===== config.mk =====
export PLATFORM = sky130hd
export DESIGN_NAME = scpu_sequencer
export DESIGN_NICKNAME = d
export VERILOG_FILES = /design/src/rtl/scpu_pkg.sv /design/src/rtl/scpu_sequencer.sv
export SDC_FILE = /design/constraint.sdc
export NUM_CORES = 1
export LEC_CHECK = 0
export ABC_AREA = 1
export ABC_CLOCK_PERIOD_IN_PS = 2000
export CORE_UTILIZATION = 25
export DETAILED_ROUTE_END_ITERATION = 7
export PLACE_DENSITY_LB_ADDON = 0.05
export SYNTH_ARGS = -nofsm -noshare
export SYNTH_HDL_FRONTEND = slang
export SYNTH_SLANG_ARGS = --single-unit

===== constraint.sdc =====
create_clock -name clk -period 2 [get_ports clk]
set_clock_uncertainty 0.15 [all_clocks]
set_input_delay 0.3 -clock clk [delete_from_list [all_inputs] [get_ports clk]]
set_output_delay 0.3 -clock clk [all_outputs]
set_load 0.01 [all_outputs]

===== src/rtl/scpu_pkg.sv =====
// Shared definitions for the scpu control path: sequencer states,
// instruction field positions and the halt opcode.
package scpu_pkg;

   localparam int unsigned INSTR_W = 32;

   // Instruction field positions, shared with scpu_decoder
   localparam int unsigned OPC_LSB = 0;
   localparam int unsigned OPC_MSB = 6;
   localparam int unsigned RD_LSB  = 7;
   localparam int unsigned RD_MSB  = 11;

   localparam int unsigned OPC_W = OPC_MSB - OPC_LSB + 1;
   localparam int unsigned RD_W  = RD_MSB - RD_LSB + 1;

   localparam logic [OPC_W-1:0] OPC_HALT = 7'h7F;

   // Sequencer phases
   typedef enum logic [2:0] {
      ST_IDLE   = 3'd0,
      ST_FETCH  = 3'd1,
      ST_DECODE = 3'd2,
      ST_EXEC   = 3'd3,
      ST_WB     = 3'd4,
      ST_HALT   = 3'd5
   } seq_state_t;

endpackage : scpu_pkg


===== src/rtl/scpu_sequencer.sv =====
// Multi-cycle control sequencer: fetch over req/ack, then DECODE/EXEC/WB,
// with run/single-step/halt control and a retired-instruction counter.
module scpu_sequencer
   import scpu_pkg::*;
#(
   parameter int unsigned PC_WIDTH  = 16,
   parameter int unsigned CNT_WIDTH = 32
) (
   input  logic                 clk,
   input  logic                 rst,
   input  logic                 run,
   input  logic                 step,
   output logic                 imem_req,
   output logic [PC_WIDTH-1:0]  imem_addr,
   input  logic                 imem_ack,
   input  logic [INSTR_W-1:0]   imem_rdata,
   output logic [INSTR_W-1:0]   iReg,
   output logic                 rf_we,
   output logic [PC_WIDTH-1:0]  pc,
   output logic                 busy,
   output logic                 halted,
   output logic [CNT_WIDTH-1:0] retired
);

   seq_state_t             state_q,   state_d;
   logic [PC_WIDTH-1:0]    pc_q,      pc_d;
   logic [INSTR_W-1:0]     ireg_q,    ireg_d;
   logic [CNT_WIDTH-1:0]   retired_q, retired_d;
   logic                   single_q,  single_d;
   logic                   imem_req_q, imem_req_d;
   logic                   rf_we_q,   rf_we_d;
   logic                   busy_q,    busy_d;
   logic                   halted_q,  halted_d;

   logic [OPC_W-1:0]       opcode;
   logic [RD_W-1:0]        rd;

   assign opcode = ireg_q[OPC_MSB:OPC_LSB];
   assign rd     = ireg_q[RD_MSB:RD_LSB];

   // Next-state, datapath updates and registered-output precompute
   always_comb begin
      state_d   = state_q;
      pc_d      = pc_q;
      ireg_d    = ireg_q;
      retired_d = retired_q;
      single_d  = single_q;
      rf_we_d   = 1'b0;

      case (state_q)
         ST_IDLE: begin
            if (run) begin
               state_d = ST_FETCH;
            end else if (step) begin
               state_d  = ST_FETCH;
               single_d = 1'b1;
            end
         end
         ST_FETCH: begin
            if (imem_ack) begin
               ireg_d  = imem_rdata;
               state_d = ST_DECODE;
            end
         end
         ST_DECODE: begin
            state_d = (opcode == OPC_HALT) ? ST_HALT : ST_EXEC;
         end
         ST_EXEC: begin
            // Write strobe is registered, so it is raised on entry to WB
            state_d = ST_WB;
            rf_we_d = (rd != RD_W'(0));
         end
         ST_WB: begin
            pc_d      = pc_q + PC_WIDTH'(1);
            retired_d = retired_q + CNT_WIDTH'(1);
            if (run && !single_q) begin
               state_d = ST_FETCH;
            end else begin
               state_d  = ST_IDLE;
               single_d = 1'b0;
            end
         end
         ST_HALT: begin
            state_d = ST_HALT;
         end
         default: begin
            state_d = ST_IDLE;
         end
      endcase

      imem_req_d = (state_d == ST_FETCH);
      busy_d     = (state_d == ST_FETCH) || (state_d == ST_DECODE) ||
                   (state_d == ST_EXEC)  || (state_d == ST_WB);
      halted_d   = (state_d == ST_HALT);
   end

   // State and output registers with synchronous reset
   always_ff @(posedge clk) begin
      if (rst) begin
         state_q    <= ST_IDLE;
         pc_q       <= '0;
         ireg_q     <= '0;
         retired_q  <= '0;
         single_q   <= 1'b0;
         imem_req_q <= 1'b0;
         rf_we_q    <= 1'b0;
         busy_q     <= 1'b0;
         halted_q   <= 1'b0;
      end else begin
         state_q    <= state_d;
         pc_q       <= pc_d;
         ireg_q     <= ireg_d;
         retired_q  <= retired_d;
         single_q   <= single_d;
         imem_req_q <= imem_req_d;
         rf_we_q    <= rf_we_d;
         busy_q     <= busy_d;
         halted_q   <= halted_d;
      end
   end

   assign imem_req  = imem_req_q;
   assign imem_addr = pc_q;
   assign iReg      = ireg_q;
   assign rf_we     = rf_we_q;
   assign pc        = pc_q;
   assign busy      = busy_q;
   assign halted    = halted_q;
   assign retired   = retired_q;

endmodule : scpu_sequencer


# Word-level counts from Yosys, hierarchy flattened
# Index checks and enable logic that the tools add are counted.
[word_totals] wordCells=47 output_inout_bits=100 reg_bits=88 in_bits=37
[classes] muxes=10 reduce_logical=11 n_bitwise=1 add_sub_neg=2 n_eq_ne=14
[ops] op="$add 32x1->32 const B" count=1
[ops] op="$pmux 3 s6" count=1
[ops] op="$add 16x1->16 const B" count=1
[ops] op="$eq 3x2->1 const B" count=4
[ops] op="$eq 3x3->1 const B" count=4
[ops] op="$mux 3" count=4
[ops] op="$eq 7x7->1 const B" count=1
[ops] op="$eq 3x1->1 const B" count=2
[ops] op="$ne 2x2->1 const B" count=3
[ops] op="$reduce_bool 5->1" count=1
[ops] op="$mux 1" count=4
[ops] op="$reduce_and 4->1" count=1
[ops] op="$logic_not 3->1" count=1
[ops] op="$logic_or 1x1->1" count=3
[ops] op="$pmux 1 s2" count=1
[ops] op="$reduce_and 2->1" count=1
[ops] op="$reduce_bool 2->1" count=1
[ops] op="$reduce_or 2->1" count=1
[ops] op="$logic_and 1x1->1" count=1
[ops] op="$logic_not 1->1" count=1
[ops] op="$not 1->1" count=1

# Longest topological paths before layout
# Gate-level depths: netlist (run 1).
[depth] depth_word=8 ltp_mapped=11 depth_no_buf=11

# Worst setup path after synthesis (run 1)
# No wires, ideal clock.
[synth_timing] path_type="reg2reg" from="reg retired_q[0] (netlist: retired[0])" to="reg retired_q[22] (netlist: retired[22])" required_time_ns=1.735 path_stages_with_launch=9 arrival_time_ns=1.325 n_path_buf=0 setup_ns=0.115 setup_slack_ns=0.410 period_less_slack_ns=1.590 path_cell_list="dfxtp_1 ha_1 nand3_2 nor2_2 nand3_2 nor2_1 nand3_1 nand2_1 nor2_1"
[synth_between] elab_chain_len=1
[synth_lines] item="start, declared" line="scpu_sequencer.sv:28" rtl="logic [CNT_WIDTH-1:0] retired_q, retired_d;"
[synth_lines] item="start signal, assigned" line="scpu_sequencer.sv:113" rtl="retired_q <= retired_d;"
[synth_lines] item="$add 32x1->32" line="scpu_sequencer.sv:75" rtl="retired_d = retired_q + CNT_WIDTH'(1);"
# Every way passes these cells.
# A chain may end at the register's enable or synchronous reset.

# Final worst setup path (run 1)
[layout_timing] from="reg retired_q[5] (netlist: retired[5])" to="out retired[5]"
[layout_lines] item="end, declared" line="scpu_sequencer.sv:22" rtl="output logic [CNT_WIDTH-1:0] retired"
# No word-level cell between the ends.

==> flow_summary.yaml, run 1 <==
routing:
  routed.top_layer: "met4"
  wl_um: 11400
  drc_errors: 0
  antenna_left: 0
  wl_per_cell_um: 12.3
  drtIter0Drc: 185
  vias_per_cell: 4.25
  drt_first_pass_iters: 4
  met1Wirelength_um: 5510
  num_vias: 3959
  dr_wl_met3_um: 761
  dr_wl_met2_um: 4980
finish:
  final_common_cell: "nor2_1"
  num_antenna_cells: 0
  final_cell_area_mm2: 0.00587
  area_growth_pct: 45.2
  drive_gt1_share_pct: 5.87
  nNetsFinal: 750
  final_cell_mix: "146 x nor2_1, 136 x clkdlybuf4s50_1, 103 x nand2_1, 88 x dfxtp_1, 53 x inv_1"
floorplanning:
  core-area_mm2: 0.0158
  die_area_mm2: 0.0167
  io_pins: 137
  die_w_um: 129
  fp-row-count: 46
  die_y_um: 129
  start_util_pct: 25.5
min_path:
  min_path_type: "reg -> reg"
timing:
  setup_viol: 0
  tightest_slew_ns: 0.394
  hold_viol: 0
  finalCritPeriodShare_pct: 91.6
  fmax_mhz: 546
  rsz0062_at_grt: "no"
  tns_ns: 0
  period_needed_ns: 1.83
  drv_slew: 0
  slew_headroom_pct: 73.7
yosys:
  syn_area_per_cell_um2: 6.88
  yosysWarnings: 0
  syn-instance-count: 587
  synth_top_area_share_pct: 43.6
  async_flop_share_pct: 0
  yosys.area.top_type: "dfxtp_1"
  syn-num-nets: 626
  syn-cell-area_mm2: 0.00404
  ys_seq_elements: 88
  synth_edf_count: 0
  synthTopCellsByArea: "dfxtp_1 44%, nor2_1 14%, nand2_1 9.6%, o21ai_0 5.9%, inv_1 4.9%"
  synthFlopType: "dfxtp_1"
  seq_area_frac_synth_pct: 43.6
  synth.distinct_cells: 33
worst_setup_path:
  cp_top_family: "buffers and inverters"
  cp-start-kind: "flop"
  crit_path_end_kind: "primary output"
  crit_chain: "clkdlybuf4s50_1"
  critPathMaxFanout: 7
  worstSetupPathType: "reg -> out"
  cpMaxStageDelayCell: "clkdlybuf4s50_1"
  cpPeakStageDelay_ns: 0.59
  cp_num_buf_inv: 1
  worstPathArrival_ns: 1.38
  rrSetupSlack_ns: 0.25
  cp.required_ns: 1.55
clocking:
  cts_resized: 0
  postCtsSetupBuffers: 0
  numCtsBuffers: 9
  holdBufCountCts: 0
  clock_latency_ns: 0.34
  cts.path.max_buffers: 2
  cts_htree_levels: 3
  cts_sinks: 88
  cts-root-buf: "clkbuf_16"
  cts_tree: "yes"
  clk_pin_slew_worst_paths_ns: 0.06
global_route:
  grt_overflow: 0
  grt_pass1_wl_um: 18500
  grt_max_degree: 33
  grt_pass1_vias: 3701
  track_usage_pct: 14.2
  antenna_found_initial: 0
pwr:
  powerDensity_mw_per_mm2: 670
  vdd_drop_max_uv: 371
  p_leak_nw: 2.22
run:
  maxCapViolCount: 0
placement:
  dp.final_hpwl_um: 8400
  port_buffers: 136
  postPlaceCellArea_mm2: 0.00559
  routabilityCongestion: 0.756
run_status:
  status: "complete, no violations"
## cell usage after synthesis (2+ instances only)
library cell and number:
buf_4 16, nand2_1 103, buf_1 2, clkbuf_1 11
nor3_1 11, o21ai_1 2, o21a_1 2, ha_1 2
inv_2 3, nand4_1 14, nand3_2 2, buf_2 3
dfxtp_1 88, nand3_1 27, nor2_4 3, nor2_2 5
xor2_1 4, o21ai_0 48, nand3b_1 2, inv_1 53
a21oi_1 29, nor2_1 146
## logic make-up (layout without fill, tap and decap cells)
group	count (synthesis)	count (layout)	synth area share, %
AOI/OAI and AO/OA	83	83	10.5
xor gates and xnor gates	5	5	1.08
adders and majority gates	2	2	0.619
buffers and inverters	90	218	9.98
DFF	88	88	43.6
and+or+nand+nor	319	319	34.2
## sequential cells by signal, summed over array words and instances, names as in the netlist
signal and flops:
imem_req 1, halted 1, rf_we 1, single_q 1, imem_addr 16, busy 1
state_q 3, iReg 32, retired 32
## per-stage QoR
stage	setup slack [ns]	utilization [%]	power [mW]	std cells	hold slack [ns]
4_1_cts	0.140	37.1	4.00	931	0.331
6_report	0.167	37.1	3.93	931	0.328
3_5_place_dp	0.171	35.3	2.37	916	0.320
5_1_grt	0.0628	37.1	4.12	931	0.362
2_1_floorplan	0.410	-	2.10	587	0.317
3_3_place_gp	0.217	35.3	2.37	916	0.316
## routing by layer
layer | vias to the layer above | track usage [%]
met4 | 0 | 5.81
li1 | 2105 | -
met5 | - | 0
met1 | 1744 | 18.7
met2 | 99 | 22.1
met3 | 11 | 3.88
## power breakdown
group,switching (mW),internal (mW),total (mW)
clock network,0.702,0.900,1.60
registers,0.0427,1.82,1.86
logic,0.212,0.250,0.462
total,0.957,2.97,3.93
## worst paths after layout
check              from     endpoint  cells past startpoint
min reg2reg  retired[8]   retired[8]                      2
min          retired[8]   retired[8]                      2
max          retired[5]   retired[5]                      1
max reg2reg  state_q[2]  retired[25]                      7
## cell type report
class                           instances  area [um2]
Fill cell                            1676        9960
Multi-Input combinational cell        409        1870
Sequential cell                        88        1760
Timing Repair Buffer                  145        1470
Tap cell                              216         270
Clock buffer                           12         256
Inverter                               58         219
Clock inverter                          3        17.5
Power figures use the tool's default switching activity.
==> inputs of run 2 (changes only) <==
- ABC_CLOCK_PERIOD_IN_PS: 2000 -> 1500
- clock period: 2 -> 1.5 ns (I/O delays scaled with it)
==> flow_summary.yaml, run 2 (synthesis gave the netlist of run 1 again) <==
run_status:
  status: "finished, violations left"
  violations: "negative setup slack"
floorplanning:
  start_util_pct: 25.5
  core-area_mm2: 0.0158
  die_w_um: 129
  fp-row-count: 46
  die_y_um: 129
  io_pins: 137
  die_area_mm2: 0.0167
worst_setup_path:
  crit_path_end_kind: "flop"
  critPathMaxFanout: 6
  cp.required_ns: 1.58
  worstSetupPathType: "reg -> reg"
  cp-start-kind: "flop"
  rrSetupSlack_ns: -0.15
  worstPathArrival_ns: 1.73
routing:
  drt_first_pass_iters: 4
  wl_um: 12700
  drc_errors: 0
  vias_per_cell: 4.31
  antenna_left: 0
  wl_per_cell_um: 12.5
  drtIter0Drc: 144
  num_vias: 4378
clocking:
  clock_latency_ns: 0.34
  cts_sinks: 88
  cts_htree_levels: 3
  holdBufCountCts: 0
  cts.path.max_buffers: 2
  numCtsBuffers: 9
  cts_tree: "yes"
  clk_pin_slew_worst_paths_ns: 0.07
  cts-root-buf: "clkbuf_16"
finish:
  area_growth_pct: 70.0
  final_core_util_pct: 43.4
  final_cell_mix: "133 x nor2_1, 94 x nand2_1, 89 x dlygate4sd2_1, 68 x buf_4, 50 x dfxtp_1"
  nNetsFinal: 834
  final_cells: 1016
  num_antenna_cells: 0
  final_common_cell: "nor2_1"
  drive_gt1_share_pct: 28.0
timing:
  finalCritPeriodShare_pct: 110
  rsz0062_at_grt: "yes"
  setup_viol: 45
  drv_slew: 0
  period_needed_ns: 1.65
  fmax_mhz: 604
  layout_setup_ws_ns: -0.155
  hold_viol: 0
  slew_headroom_pct: 76.9
  tightest_slew_ns: 0.344
placement:
  placedCellCount: 975
  dp.final_hpwl_um: 8810
  routabilityCongestion: 0.780
  port_buffers: 136
pwr:
  p_leak_nw: 3.17
  vdd_drop_max_uv: 509
  p_sw_share_pct: 26.3
  powerDensity_mw_per_mm2: 781
  power.net_switching_mw: 1.41
  power_frac_seq_pct: 46.2
  p_comb_share_pct: 12.9
  p_int_mw: 3.95
  clkPwrFrac_pct: 40.9
global_route:
  grt_max_degree: 37
  grt_busiest_layer: "met2"
  track_usage_pct: 15.6
  use_met2_pct: 26.4
  grtUsageMet3_pct: 5.45
  grt_overflow: 0
  grt_pass1_wl_um: 20500
  grt_pass1_vias: 4246
  grtUsageMet1_pct: 19.1
  antenna_found_initial: 0
run:
  maxCapViolCount: 0
min_path:
  min_path_type: "reg -> reg"
[run 2: cell types whose count changed in the layout (fill, tap and decap cells not counted), sizes merged]
cell	previous run	this run
clkbuf	12	14
clkinv	3	4
clkdlybuf4s15	0	7
inv	57	56
dlygate4sd2	0	89
clkdlybuf4s50	136	36
buf	9	93
clkinvlp	1	4
[run 2: worst paths after layout]
kind / startpoint / end / cells after the start
worst max-delay path: state_q[1] / retired[14] / 9
worst max register to register: state_q[1] / retired[14] / 9
worst min register to register: imem_addr[10] / imem_addr[10] / 2
worst min-delay path: imem_addr[10] / imem_addr[10] / 2
[run 2: power groups by stage]
stage               Clock [mW]  Combinational (mW)  Sequential [mW]
floorplan                    0               0.236             2.57
global placement             0               0.642             2.53
detailed placement           0               0.645             2.53
CTS                       2.30               0.665             2.48
global route              2.38               0.767             2.49
finish                    2.19               0.694             2.48
[run 2: final cells by class]
class	instances	area (um2)
Tap cell	216	270
Multi-Input combinational cell	409	2160
Fill cell	1703	8960
Sequential cell	88	1820
Clock inverter	6	45.0
Clock buffer	10	239
Inverter	58	231
Timing Repair Buffer	229	2100
[run 2: worst max-delay path: stages, from the launching register on]
cell     delay [ns]
dfxtp_2        0.34
nor2_4         0.13
nand2_4        0.12
buf_6          0.15
nor2_4         0.09
buf_6          0.11
nand3_4        0.08
nor2_4         0.17
xnor2_1        0.14
nor2_1         0.05
[run 2: through the flow]
step | hold WS (ns) | instance area [um2] | power, mW | TNS (ns) | setup WS, ns
global route | 0.343 | 6870 | 5.63 | -7.43 | -0.237
finish | 0.322 | 6870 | 5.36 | -2.09 | -0.155
floorplan | 0.242 | 4060 | 2.81 | 0 | 0.00162
CTS | 0.317 | 6640 | 5.44 | -3.00 | -0.178
global placement | 0.311 | 6070 | 3.17 | -4.56 | -0.116
detailed placement | 0.321 | 6070 | 3.18 | -6.23 | -0.154
[run 2: repair_timing]
item                       CTS  global route
buffers inserted            16             9
gates resized for setup    199            66
setup endpoints to repair  165            92
pin swaps                   19            31
cloned                       1             1
[run 2: routing by layer]
metal | vias to the layer above | routed length (um)
met3 | 9 | 771
met2 | 105 | 5940
li1 | 2282 | -
met1 | 1982 | 5830
met4 | 0 | 123
met5 | - | 0
==> inputs of run 3 (changes only) <==
- CTS_CLUSTER_SIZE: not set -> 8
==> results of run 3 <==
Final layout, timing and power as in run 2 (identical DEF).
